### config.mk
export PLATFORM = sky130hd
export DESIGN_NAME = intc_cpu_if
export DESIGN_NICKNAME = d
export VERILOG_FILES = /design/src/rtl/intc_cpu_if.sv
export SDC_FILE = /design/constraint.sdc
export NUM_CORES = 1
export LEC_CHECK = 0
export BUFFER_PORTS_ARGS = -buffer_cell sky130_fd_sc_hd__buf_2
export CORE_ASPECT_RATIO = 0.7
export CORE_UTILIZATION = 50
export CTS_CLUSTER_SIZE = 30
export DETAILED_ROUTE_END_ITERATION = 10
export PLACE_DENSITY = 0.86
export SETUP_SLACK_MARGIN = 0.15
export SYNTH_ARGS = -nofsm -noshare
export SYNTH_HDL_FRONTEND = slang
export SYNTH_SLANG_ARGS = --single-unit
### constraint.sdc
create_clock -name clk -period 2.7 [get_ports clk]
set_input_delay 0.27 -clock clk [delete_from_list [all_inputs] [get_ports clk]]
set_output_delay 0.27 -clock clk [all_outputs]
set_load 0.02 [all_outputs]
### src/rtl/intc_cpu_if.sv
// intc_cpu_if: CPU-side interrupt handshake (request, preempt, acknowledge, holdoff).
// Define INTC_CPU_IF_TIMEOUT_EN to build the sticky unacknowledged-request timeout.
module intc_cpu_if #(
  parameter int HOLDOFF   = 3,
  parameter int TO_CYCLES = 1024
) (
  input  logic       clk,
  input  logic       rst,
  input  logic       sl_req_i,
  input  logic [4:0] sl_level_i,
  input  logic [7:0] sl_vec_i,
  input  logic [3:0] cpu_mask_i,
  input  logic       cpu_ack_i,
  output logic       int_req_o,
  output logic [4:0] int_level_o,
  output logic [7:0] int_vec_o,
  output logic       cp_intack_all_o,
  output logic [7:0] ack_vec_o,
  output logic       to_err_o
);
  typedef enum logic [1:0] {IDLE, REQ, ACK, HOLD} state_t;
  state_t     state;
  logic [3:0] cnt;
  logic       elig;
  // NMI (16) and error (17) levels bypass the CPU mask
  assign elig = sl_req_i && (sl_level_i >= 5'd16 || sl_level_i > {1'b0, cpu_mask_i});
  always_ff @(posedge clk or negedge rst)
    if (!rst) begin
      state           <= IDLE;
      cnt             <= 4'd0;
      int_req_o       <= 1'b0;
      int_level_o     <= 5'd0;
      int_vec_o       <= 8'd0;
      cp_intack_all_o <= 1'b0;
      ack_vec_o       <= 8'd0;
    end else begin
      cp_intack_all_o <= 1'b0;
      case (state)
        IDLE: if (elig) begin
          state       <= REQ;
          int_req_o   <= 1'b1;
          int_level_o <= sl_level_i;
          int_vec_o   <= sl_vec_i;
        end
        REQ: if (cpu_ack_i) begin
          state           <= ACK;
          int_req_o       <= 1'b0;
          cp_intack_all_o <= 1'b1;
          ack_vec_o       <= int_vec_o;
        end else if (!elig) begin
          state     <= IDLE;
          int_req_o <= 1'b0;
        end else if (sl_level_i > int_level_o) begin
          int_level_o <= sl_level_i;
          int_vec_o   <= sl_vec_i;
        end
        ACK: begin
          state <= HOLD;
          cnt   <= 4'(HOLDOFF);
        end
        default: begin
          cnt   <= cnt - 4'd1;
          state <= cnt == 4'd1 ? IDLE : HOLD;
        end
      endcase
    end
`ifdef INTC_CPU_IF_TIMEOUT_EN
  logic [10:0] to_cnt;
  always_ff @(posedge clk or negedge rst)
    if (!rst) begin
      to_cnt   <= 11'd0;
      to_err_o <= 1'b0;
    end else begin
      to_cnt <= state == REQ ? to_cnt + 11'd1 : 11'd0;
      if (state == REQ && to_cnt + 11'd1 == 11'(TO_CYCLES)) to_err_o <= 1'b1;
    end
`else
  assign to_err_o = 1'b0;
`endif
endmodule

==> results.txt, run 1 <==
----------------------------------------------------
[Placement]
  Post-DP Area ... roughly 1700 um^2
  Number of buffers inserted by port buffering ... 43
  DP Wirelength ... 2357 um
  Routability congestion estimate ... roughly 0.77
  Worst slack, placed ... about 0.46 ns

[Synthesis]
  Seq/Total Area, Yosys ... 0.4919
  Fraction of the mapped netlist area in compound gates ... 0.09075
  Multiplexer fraction of the synthesized cell area ... 0.1323
  Asr flop ratio synth ... 1.000
  Most common flop cell mapped by yosys ... dfrtp_1
  Commonest cells in the synthesized netlist ... nand2_1 (32), dfrtp_1 (29), inv_1 (12)
  Cell with the most instances after synthesis ... nand2_1
  Top area cells in the synthesized netlist ... dfrtp_1 (49%), mux2_4 (10%), ha_1 (9.3%), nand2_1 (8.1%), inv_1 (3.1%)
  Total number of yosys warnings ... 0
  Flip-flop and latch count after synthesis ... 29
  Mean area per synthesized cell ... approximately 11 um^2
  Area leader, netlist ... dfrtp_1
  Number of distinct library cells after synthesis ... 30
  Cell count after synthesis ... 135
  Number of enable-type register cells in the synthesized netlist ... 0
  Post-Synth Adder-Cell Area ... 0.09330
  Fraction of post-synthesis cell area in the top cell type by area ... 0.4919
  Basic-gate share of the synthesized area counting and, or, nand and nor cells ... 0.1357
  Largest family of logic cells by synthesized area ... simple AND/OR/NAND/NOR gates
  Synthesized-area fraction occupied by xor and xnor cells ... 0
  Synthesized netlist net count ... 167
  Synthesized area ... about 1500 um^2

[Clock tree]
  Post-CTS Hold Buffers ... 0
  Post-CTS setup-driven buffer insertion count ... 0
  Clock tree from TritonCTS ... done
  Worst-path clk slew ... approximately 0.060 ns
  Number of gates resized after cts ... 0
  Insertion delay to the later sink of the worst-skew pair ... approximately 0.28 ns
  Number of buffers inserted during clock tree synthesis ... 5
  Number of levels in the clock H-tree ... 2
  Library cell used as clock root buffer ... clkbuf_8
  Number of sinks on the clock net ... 29
  Clock Tree Buf Depth ... 2

[GRT]
  Antenna violations before repair ... 0
  Wire length of the first global-routing pass ... ~4800 um
  Total GRT Usage ... 0.2162
  Largest net degree at the start of global routing ... 30
  Total global routing overflow ... 0
  Vias in the first global route ... 1,081

[STA]
  Max-slew violation total from the final report ... 0
  Least setup slack across all paths after layout ... 0.4667 ns
  Worst slew pin tran ... between 0.6 and 0.7 ns
  Endpoints failing setup ... 0
  Post-Route Skew ... around 0.0077 ns
  Total negative slack ... 0 ns
  Final period utilization ... 0.8272
  Min Clock Period, post-route ... 2.233 ns
  Maximum clock frequency ... around 450 MHz
  Worst slew slack as a fraction of its limit ... 0.5774
  Count of final hold-check violations ... 0
  Setup repair after global routing missed its margin ... no

[Setup path]
  CP required ... approximately 2.9 ns
  Setup slack, reg-to-reg ... roughly 0.47 ns
  Setup crit end kind ... flip-flop
  Startpoint-to-endpoint class of the critical path ... flip-flop to flip-flop
  Peak fanout along the critical path ... 10
  Startpoint class of the critical path ... flip-flop
  Data arrival, critical path ... 2.40 ns

[Run]
  Number of maximum-capacitance violations ... 0

[Drt]
  Drt initial violations ... 47
  Via Count ... between 1,000 and 1,500
  Vias/cell ... roughly 5.2
  Post-DRT Antenna Nets ... 0
  Drt drc ... 0
  Total iterations of the first detailed-routing run ... 4
  WL per Instance ... about 14 um
  Wire length reported by the detailed router ... around 3000 um

[Finish]
  NumNets Final ... 214
  Final instance area ... 1829 um^2
  Ant. Diodes ... 0
  Fill cell instance count of the final layout ... 224
  Layout cell share with drive strength beyond 1 ... 0.3770
  Synth-to-Final Area Change ... 24.00%

[Power and ir drop]
  Leakage dissipation ... between 0.001 and 0.0015 uW
  Total power density per cell area ... approximately 1200 nW/um^2
  Total power of the final layout ... approximately 2300 uW
  Maximum vdd drop ... approximately 0.52 mV

[Floorplanning]
  DIE AREA ... approximately 3200 um^2
  Core area ... 2803 um^2
  Die Span X ... between 60 and 70 um
  Initial standard-cell utilization of the core ... 0.5263
  IO Count ... between 40 and 50
  Std-Cell Rows ... 16
  Die extent in y ... 47.45 um

[Outcome]
  Status ... complete, no violations

[Worst hold path]
  Worst hold path type ... input pin to asynchronous set/reset pin

----------------------------------------------------
path summary, 6_finish.rpt:
path	start	end	depth (start not counted)
worst max-delay path	int_level_o[1]$_DFFE_PN0P_	int_level_o[1]$_DFFE_PN0P_	8
worst min-delay path	rst	ack_vec_o[6]$_DFFE_PN0P_	1
worst max register to register	int_level_o[1]$_DFFE_PN0P_	int_level_o[1]$_DFFE_PN0P_	8
worst min register to register	ack_vec_o[2]$_DFFE_PN0P_	ack_vec_o[2]$_DFFE_PN0P_	2
max in group asynchronous	rst	state[0]$_DFFE_PN0P_	1
min in group clk	sl_vec_i[1]	int_vec_o[1]$_DFFE_PN0P_	2
final cells by class:
| class | count | area (um^2) | share of cell area |
|---|---|---|---|
| Sequential cell | 29 | 725.7 | 0.3967 |
| Multi-Input combinational cell | 89 | 670.6 | 0.3666 |
| Timing Repair Buffer | 44 | 222.7 | 0.1218 |
| Clock buffer | 7 | 86.33 | 0.04720 |
| Inverter | 13 | 48.80 | 0.02668 |
| Tap cell | 36 | 45.04 | 0.02462 |
| Clock inverter | 1 | 30.03 | 0.01642 |
layout by cell type (no fill, tap or decap), types with 4 or more instances in the layout:
cell / count
dfrtp_1: 29
clkbuf_8: 6
mux2_4: 10
buf_2: 43
o21ai_0: 6
nand2_1: 32
mux2_2: 4
nor2_1: 5
inv_1: 12
ha_1: 11
worst max-delay path, cell delays in order (launching register included):
cell	delay [ns]
dfrtp_1	0.37
inv_1	0.05
ha_1	0.28
nor2b_4	0.13
o31ai_2	0.19
a21oi_2	0.10
o311ai_4	0.34
buf_4	0.29
mux2_2	0.36
per-layer routing:
metal | wire length (um) | track usage
met1 | 1304 | 0.2410
met2 | 1530 | 0.3818
met3 | 160 | 0.07381
met4 | 82 | 0.1106
met5 | 0 | 0
cell families (layout without fill, tap and decap cells):
| family | count (synthesis) | after routing |
|---|---|---|
| buffers and inverters | 17 | 65 |
| AO/OA/AOI/OAI | 17 | 17 |
| AND/OR/NAND/NOR | 46 | 46 |
| adder cells (fa/ha/maj) | 11 | 11 |
| multiplexers | 14 | 14 |
| flip-flops | 29 | 29 |
| other | 1 | 1 |
state kept, by name, summed over array words and instances (netlist names):
signal           cells
cnt                  4
cp_intack_all_o      1
int_level_o          5
int_vec_o            8
int_req_o            1
state                2
ack_vec_o            8
where the power goes:
group	leakage, uW	total [uW]	internal, uW	switching, uW
registers	0.000353	818	640	179
logic	0.000597	976	430	545
clock network	0.0000585	463	300	162
total	0.00101	2260	1370	886
per-stage QoR:
step / hold slack [ns] / utilization / instances
finish: 0.002942 / 0.6527 / 219
global route: 0.04591 / 0.6527 / 219
CTS: 0.02147 / 0.6527 / 219
detailed placement: 0.3277 / 0.6112 / 211
global placement: 0.3129 / 0.6112 / 211
floorplan: -0.02559 / - / 135
(Power assumes the default switching activity.)
==> run 2: changes to the inputs <==
==> constraint.sdc (replaced) <==
create_clock -name clk -period 2.15 [get_ports clk]
set_input_delay 0.215 -clock clk [delete_from_list [all_inputs] [get_ports clk]]
set_output_delay 0.215 -clock clk [all_outputs]
set_load 0.02 [all_outputs]
==> results.txt, run 2 (same netlist as run 1, synthesis figures left out) <==
----------------------------------------------------
[Drt]
  WL per Instance ... 17.16 um (was 14.06 um)
  Via Count ... 1,219 (was 1,134)
  Wire length reported by the detailed router ... 3860 um (was 3079 um)
  Vias/cell ... 5.418 (was 5.178)
  Total iterations of the first detailed-routing run ... 4 (unchanged)
  Drt drc ... 0 (unchanged)
  Post-DRT Antenna Nets ... 0 (unchanged)
  Drt initial violations ... 115 (was 47)

[Floorplanning]
  Die extent in y ... 47.45 um (unchanged)
  IO Count ... 45 (unchanged)
  Std-Cell Rows ... 16 (unchanged)
  DIE AREA ... 3175 um^2 (unchanged)
  Core area ... 2803 um^2 (unchanged)
  Initial standard-cell utilization of the core ... 0.5263 (unchanged)
  Die Span X ... 66.92 um (unchanged)

[GRT]
  Wire length of the first global-routing pass ... 5209 um (was 4761 um)
  Total global routing overflow ... 0 (unchanged)
  Antenna violations before repair ... 0 (unchanged)
  Largest net degree at the start of global routing ... 30 (unchanged)
  Total GRT Usage ... 0.2461 (was 0.2162)
  Vias in the first global route ... 1,099 (was 1,081)

[Placement]
  DP Wirelength ... 2492 um (was 2357 um)
  Number of buffers inserted by port buffering ... 43 (unchanged)
  Post-DP Area ... 1734 um^2 (was 1713 um^2)
  Routability congestion estimate ... 0.7944 (was 0.7739)

[Setup path]
  CP delay by family, top ... compound AO/OA/AOI/OAI gates (unchanged)
  Buffers plus inverters on the worst setup path ... 3 (was 2)
  Startpoint class of the critical path ... flip-flop (unchanged)
  Chain of cells forming the critical path ... inv_2 -> ha_4 -> nor2b_4 -> o31ai_2 -> a21oi_2 -> o311ai_4 -> buf_4 -> clkbuf_16 -> mux2_4 (was inv_1 -> ha_1 -> nor2b_4 -> o31ai_2 -> a21oi_2 -> o311ai_4 -> buf_4 -> mux2_2)
  Peak fanout along the critical path ... 4 (was 10)
  CP required ... 2.32 ns (was 2.87 ns)
  Cell at the slowest stage of the critical path ... dfrtp_2 (was dfrtp_1)
  Data arrival, critical path ... 2.27 ns (was 2.40 ns)
  Slowest stage delay, CP ... 0.42 ns (was 0.37 ns)
  Setup crit end kind ... flip-flop (unchanged)
  Reg2Reg Depth ... 9 (was 8)
  Number of cells on the critical path ... 9 (was 8)
  Startpoint-to-endpoint class of the critical path ... flip-flop to flip-flop (unchanged)

[STA]
  Total negative slack ... 0 ns (unchanged)
  Setup repair after global routing missed its margin ... yes (was no)
  Post-Route Skew ... 0.01680 ns (was 0.007685 ns)
  Max-slew violation total from the final report ... 0 (unchanged)
  Final period utilization ... 0.9788 (was 0.8272)
  Endpoints failing setup ... 0 (unchanged)
  Maximum clock frequency ... 475.2 MHz (was 447.8 MHz)
  Min Clock Period, post-route ... 2.104 ns (was 2.233 ns)
  Worst slew pin tran ... 0.6253 ns (was 0.6339 ns)
  Worst slew slack as a fraction of its limit ... 0.5831 (was 0.5774)
  Count of final hold-check violations ... 0 (unchanged)

[Clock tree]
  Clock Tree Buf Depth ... 2 (unchanged)
  Library cell used as clock root buffer ... clkbuf_8 (unchanged)
  Number of sinks on the clock net ... 29 (unchanged)
  Clock tree from TritonCTS ... done (unchanged)
  Worst-path clk slew ... 0.08 ns (was 0.06 ns)
  Number of levels in the clock H-tree ... 2 (unchanged)
  Insertion delay to the later sink of the worst-skew pair ... 0.30 ns (was 0.28 ns)
  Number of buffers inserted during clock tree synthesis ... 5 (unchanged)

[Worst hold path]
  Hold Path Cell Cnt ... 2
  Worst hold path type ... input pin to flip-flop (was input pin to asynchronous set/reset pin)

[Finish]
  Ant. Diodes ... 0 (unchanged)
  Regs by FF count ... ack_vec_o x8, int_vec_o x8, int_level_o x5 (unchanged)
  Multi-input gate area in the final layout ... 689.4 um^2 (was 670.6 um^2)
  Storage element area ... 726.9 um^2 (was 725.7 um^2)
  NumNets Final ... 220 (was 214)
  Leading cell types in the layout, fill and taps excluded ... buf_2 (43), nand2_1 (32), dfrtp_1 (28), inv_1 (11) (was buf_2 (43), nand2_1 (32), dfrtp_1 (29), inv_1 (12), ha_1 (11))
  Fill cell instance count of the final layout ... 187 (was 224)
  Most common cell after layout, fill and taps aside ... buf_2 (unchanged)
  Layout cell share with drive strength beyond 1 ... 0.4180 (was 0.3770)
  Synth-to-Final Area Change ... 29.09% (was 24.00%)
  Final instance area ... 1904 um^2 (was 1829 um^2)

[Power and ir drop]
  Leakage dissipation ... 0.001038 uW (was 0.001008 uW)
  Total power density per cell area ... 1496 nW/um^2 (was 1233 nW/um^2)
  Maximum vdd drop ... 0.6249 mV (was 0.5229 mV)

[Run]
  Number of maximum-capacitance violations ... 0 (unchanged)

[Outcome]
  Status ... complete, no violations (unchanged)

----------------------------------------------------
==> run 2: worst paths after layout <==
kind	startpoint	to	slack, ns
worst max-delay path	int_level_o[1]$_DFFE_PN0P_	int_level_o[0]$_DFFE_PN0P_	0.05
worst min-delay path	sl_vec_i[1]	int_vec_o[1]$_DFFE_PN0P_	0.14
worst max register to register	int_level_o[1]$_DFFE_PN0P_	int_level_o[0]$_DFFE_PN0P_	0.05
worst min register to register	ack_vec_o[0]$_DFFE_PN0P_	ack_vec_o[0]$_DFFE_PN0P_	0.47
max in group asynchronous	rst	int_level_o[1]$_DFFE_PN0P_	1.24
min in group asynchronous	rst	ack_vec_o[5]$_DFFE_PN0P_	0.46
==> run 2: metal layers <==
| metal | routed length, um | global-route usage | part of all wire |
|---|---|---|---|
| met4 | 195 | 0.1745 | 0.051 |
| met3 | 266 | 0.08095 | 0.069 |
| met1 | 1492 | 0.2610 | 0.39 |
| met2 | 1906 | 0.4323 | 0.49 |
| met5 | 0 | 0 | 0 |
==> run 2: area by class of cell <==
type,instances,share of cell area
Clock buffer,5,0.03614
Clock inverter,3,0.009198
Inverter,13,0.02562
Multi-Input combinational cell,89,0.3620
Sequential cell,29,0.3817
Tap cell,36,0.02365
Timing Repair Buffer,50,0.1616
==> run 2: through the flow <==
| step | setup WS, ns | utilization | power (uW) | instances | hold slack [ns] |
|---|---|---|---|---|---|
| final | 0.04558 | 0.6795 | 2848 | 225 | 0.1418 |
| after global routing | 0.00007527 | 0.6795 | 3026 | 225 | 0.1538 |
| after CTS | 0.1034 | 0.6616 | 2772 | 222 | 0.1517 |
| after detailed placement | 0.1100 | 0.6188 | 2294 | 212 | 0.2720 |
| after global placement | 0.1700 | 0.6188 | 2205 | 212 | 0.2554 |
| after floorplan | 0.09218 | - | 1883 | 135 | -0.08059 |
==> run 2: what timing repair did <==
action,in CTS,in global routing
endpoints found under the setup margin,13,13
hold buffers,1,0
hold endpoints to repair,29,0
gates cloned,0,1
setup buffers,1,2
pin swaps,0,0
resized for setup,3,2
==> run 2: report_power, final <==
group	switching, uW	internal [uW]
Sequential	239	805
Combinational	746	614
Clock	221	223
==> run 3: changes to the inputs <==
--- a/config.mk
+++ b/config.mk
@@ -7,11 +7,11 @@
 export LEC_CHECK = 0
 export BUFFER_PORTS_ARGS = -buffer_cell sky130_fd_sc_hd__buf_2
 export CORE_ASPECT_RATIO = 0.7
-export CORE_UTILIZATION = 50
+export CORE_UTILIZATION = 54
 export CTS_CLUSTER_SIZE = 30
 export DETAILED_ROUTE_END_ITERATION = 10
-export PLACE_DENSITY = 0.86
-export SETUP_SLACK_MARGIN = 0.15
+export PLACE_DENSITY = 0.91
+export SETUP_SLACK_MARGIN = 0.1
 export SYNTH_ARGS = -nofsm -noshare
 export SYNTH_HDL_FRONTEND = slang
 export SYNTH_SLANG_ARGS = --single-unit
==> constraint.sdc (replaced) <==
create_clock -name clk -period 2.7 [get_ports clk]
set_input_delay 0.27 -clock clk [delete_from_list [all_inputs] [get_ports clk]]
set_output_delay 0.27 -clock clk [all_outputs]
set_load 0.02 [all_outputs]
==> results.txt, run 3 (same netlist as run 1, synthesis figures left out) <==
----------------------------------------------------
[Outcome]
  Status ... finished, violations left (was complete, no violations)
  Failing checks ... negative hold slack

[Power and ir drop]
  Fraction of power consumed by combinational cells ... 0.457 (was 0.478)
  Total power density per cell area ... 1197 nW/um^2 (was 1496 nW/um^2)
  Maximum vdd drop ... 0.5299 mV (was 0.6249 mV)
  Switch Pwr ... 909.2 uW (was 1206 uW)
  Switching part of the total power ... 0.4210 (was 0.4234)
  Int Power ... 1250 uW (was 1642 uW)
  Part of the power in registers ... 0.381 (was 0.367)
  Clock network fraction of total power ... 0.162 (was 0.156)
  Leakage dissipation ... 0.0009973 uW (was 0.001038 uW)

[Floorplanning]
  Core area ... 2515 um^2 (was 2803 um^2)
  Die extent in y ... 45.73 um (was 47.45 um)
  Std-Cell Rows ... 15 (was 16)
  Initial standard-cell utilization of the core ... 0.5866 (was 0.5263)
  Die Span X ... 64.47 um (was 66.92 um)
  IO Count ... 45 (unchanged)
  DIE AREA ... 2948 um^2 (was 3175 um^2)

[STA]
  Count of final hold-check violations ... 3 (was 0)
  WHS ... -0.001130 ns (was 0.1418 ns)
  Setup repair after global routing missed its margin ... no (was yes)
  Endpoints failing setup ... 0 (unchanged)
  Post-Route Skew ... 0.006600 ns (was 0.01680 ns)
  Maximum clock frequency ... 474.0 MHz (was 475.2 MHz)
  Total negative slack ... 0 ns (unchanged)
  Worst slew pin tran ... 0.6353 ns (was 0.6253 ns)
  Final period utilization ... 0.7814 (was 0.9788)
  Min Clock Period, post-route ... 2.110 ns (was 2.104 ns)
  Worst slew slack as a fraction of its limit ... 0.5765 (was 0.5831)
  Max-slew violation total from the final report ... 0 (unchanged)

[Clock tree]
  Number of gates resized after cts ... 0 (was 3)
  Library cell used as clock root buffer ... clkbuf_8 (unchanged)
  Number of levels in the clock H-tree ... 2 (unchanged)
  Worst-path clk slew ... 0.07 ns (was 0.08 ns)
  Clock tree from TritonCTS ... done (unchanged)
  Clock Tree Buf Depth ... 2 (unchanged)
  Post-CTS setup-driven buffer insertion count ... 0 (was 1)
  Post-CTS Hold Buffers ... 0 (was 1)
  Insertion delay to the later sink of the worst-skew pair ... 0.29 ns (was 0.30 ns)
  Number of sinks on the clock net ... 29 (unchanged)
  Number of buffers inserted during clock tree synthesis ... 5 (unchanged)

[Setup path]
  Cell at the slowest stage of the critical path ... dfrtp_1 (was dfrtp_2)
  Slowest stage delay, CP ... 0.37 ns (was 0.42 ns)
  Setup crit end kind ... flip-flop (unchanged)
  Startpoint class of the critical path ... flip-flop (unchanged)
  Chain of cells forming the critical path ... inv_1 -> ha_1 -> nor2b_4 -> o31ai_2 -> a21oi_2 -> o311ai_4 -> buf_4 -> mux2_2 (was inv_2 -> ha_4 -> nor2b_4 -> o31ai_2 -> a21oi_2 -> o311ai_4 -> buf_4 -> clkbuf_16 -> mux2_4)
  Data arrival, critical path ... 2.28 ns (was 2.27 ns)
  CP required ... 2.87 ns (was 2.32 ns)
  Startpoint-to-endpoint class of the critical path ... flip-flop to flip-flop (unchanged)
  Peak fanout along the critical path ... 8 (was 4)

[Finish]
  NumNets Final ... 215 (was 220)
  Leading cell types in the layout, fill and taps excluded ... buf_2 (43), nand2_1 (32), dfrtp_1 (29), inv_1 (12), ha_1 (11) (was buf_2 (43), nand2_1 (32), dfrtp_1 (28), inv_1 (11))
  Ant. Diodes ... 0 (unchanged)
  Fraction of the core area covered by cells at the end of the flow ... 0.7174 (was 0.6795)
  Regs by FF count ... ack_vec_o x8, int_vec_o x8, int_level_o x5 (unchanged)
  Synth-to-Final Area Change ... 22.31% (was 29.09%)
  Final instance area ... 1804 um^2 (was 1904 um^2)
  Most common cell after layout, fill and taps aside ... buf_2 (unchanged)
  Layout cell share with drive strength beyond 1 ... 0.3859 (was 0.4180)
  Final non-filler cell total ... 218 (was 225)

[Drt]
  WL per Instance ... 15.08 um (was 17.16 um)
  Drt initial violations ... 59 (was 115)
  Drt drc ... 0 (unchanged)
  Via Count ... 1,150 (was 1,219)
  Total iterations of the first detailed-routing run ... 4 (unchanged)
  Wire length reported by the detailed router ... 3287 um (was 3860 um)
  Post-DRT Antenna Nets ... 0 (unchanged)
  Vias/cell ... 5.275 (was 5.418)

[Worst hold path]
  Worst hold path type ... input pin to asynchronous set/reset pin (was input pin to flip-flop)

[GRT]
  Total global routing overflow ... 0 (unchanged)
  Antenna violations before repair ... 0 (unchanged)
  Vias in the first global route ... 1,216 (was 1,099)
  Wire length of the first global-routing pass ... 5409 um (was 5209 um)
  Total GRT Usage ... 0.2562 (was 0.2461)
  Largest net degree at the start of global routing ... 30 (unchanged)

[Placement]
  Post-DP Area ... 1718 um^2 (was 1734 um^2)
  Routability congestion estimate ... 0.8669 (was 0.7944)
  DP Wirelength ... 2476 um (was 2492 um)
  Placed Instances ... 210 (was 212)
  Number of buffers inserted by port buffering ... 43 (unchanged)

[Run]
  Number of maximum-capacitance violations ... 0 (unchanged)

----------------------------------------------------
## run 3: layout make-up
type / count / area [um^2]
Inverter: 13 / 48.80
Fill cell: 166 / 710.7
Sequential cell: 29 / 725.7
Clock inverter: 3 / 17.52
Timing Repair Buffer: 45 / 230.2
Tap cell: 34 / 42.54
Clock buffer: 5 / 68.82
Multi-Input combinational cell: 89 / 670.6
## run 3: through the flow
| stage | power (uW) | setup WS, ns |
|---|---|---|
| after global placement | 1747 | 0.6812 |
| final | 2159 | 0.5902 |
| after floorplan | 1497 | 0.5934 |
| after CTS | 2166 | 0.6047 |
| after global routing | 2296 | 0.5454 |
| after detailed placement | 1807 | 0.5803 |
## run 3: worst max-delay path: cells and delay by family (launching register included)
family | cells | cell delay, ns
AND/OR/NAND/NOR | 1 | 0.13
flip-flops | 1 | 0.37
AO/OA/AOI/OAI | 3 | 0.53
adder cells (fa/ha/maj) | 1 | 0.29
multiplexers | 1 | 0.36
buffers and inverters | 2 | 0.31
## run 3: routing by layer
layer / vias up / part of all wire / track usage
li1: 543 / - / -
met1: 560 / 0.42 / 0.2853
met2: 36 / 0.50 / 0.4632
met3: 11 / 0.058 / 0.09500
met4: 0 / 0.021 / 0.08889
met5: - / 0 / 0
## run 3: final timing paths
kind | start | to | slack [ns] | cells after the start
worst max-delay path | int_level_o[1]$_DFFE_PN0P_ | int_vec_o[6]$_DFFE_PN0P_ | 0.59 | 8
max in group asynchronous | rst | cnt[2]$_DFFE_PN0N_ | 2.28 | 1
worst max register to register | int_level_o[1]$_DFFE_PN0P_ | int_vec_o[6]$_DFFE_PN0P_ | 0.59 | 8
worst min register to register | ack_vec_o[0]$_DFFE_PN0P_ | ack_vec_o[0]$_DFFE_PN0P_ | 0.48 | 2
min in group clk | sl_vec_i[4] | int_vec_o[4]$_DFFE_PN0P_ | 0.21 | 2
worst min-delay path | rst | int_vec_o[2]$_DFFE_PN0P_ | -0.001 | 1
## run 3: power by group through the flow
stage	sequential (uW)	combinational [uW]	clock, uW
4_1_cts	818	993	355
3_5_place_dp	823	985	0
2_1_floorplan	971	526	0
5_1_grt	845	1080	367
3_3_place_gp	803	944	0
6_report	822	987	351
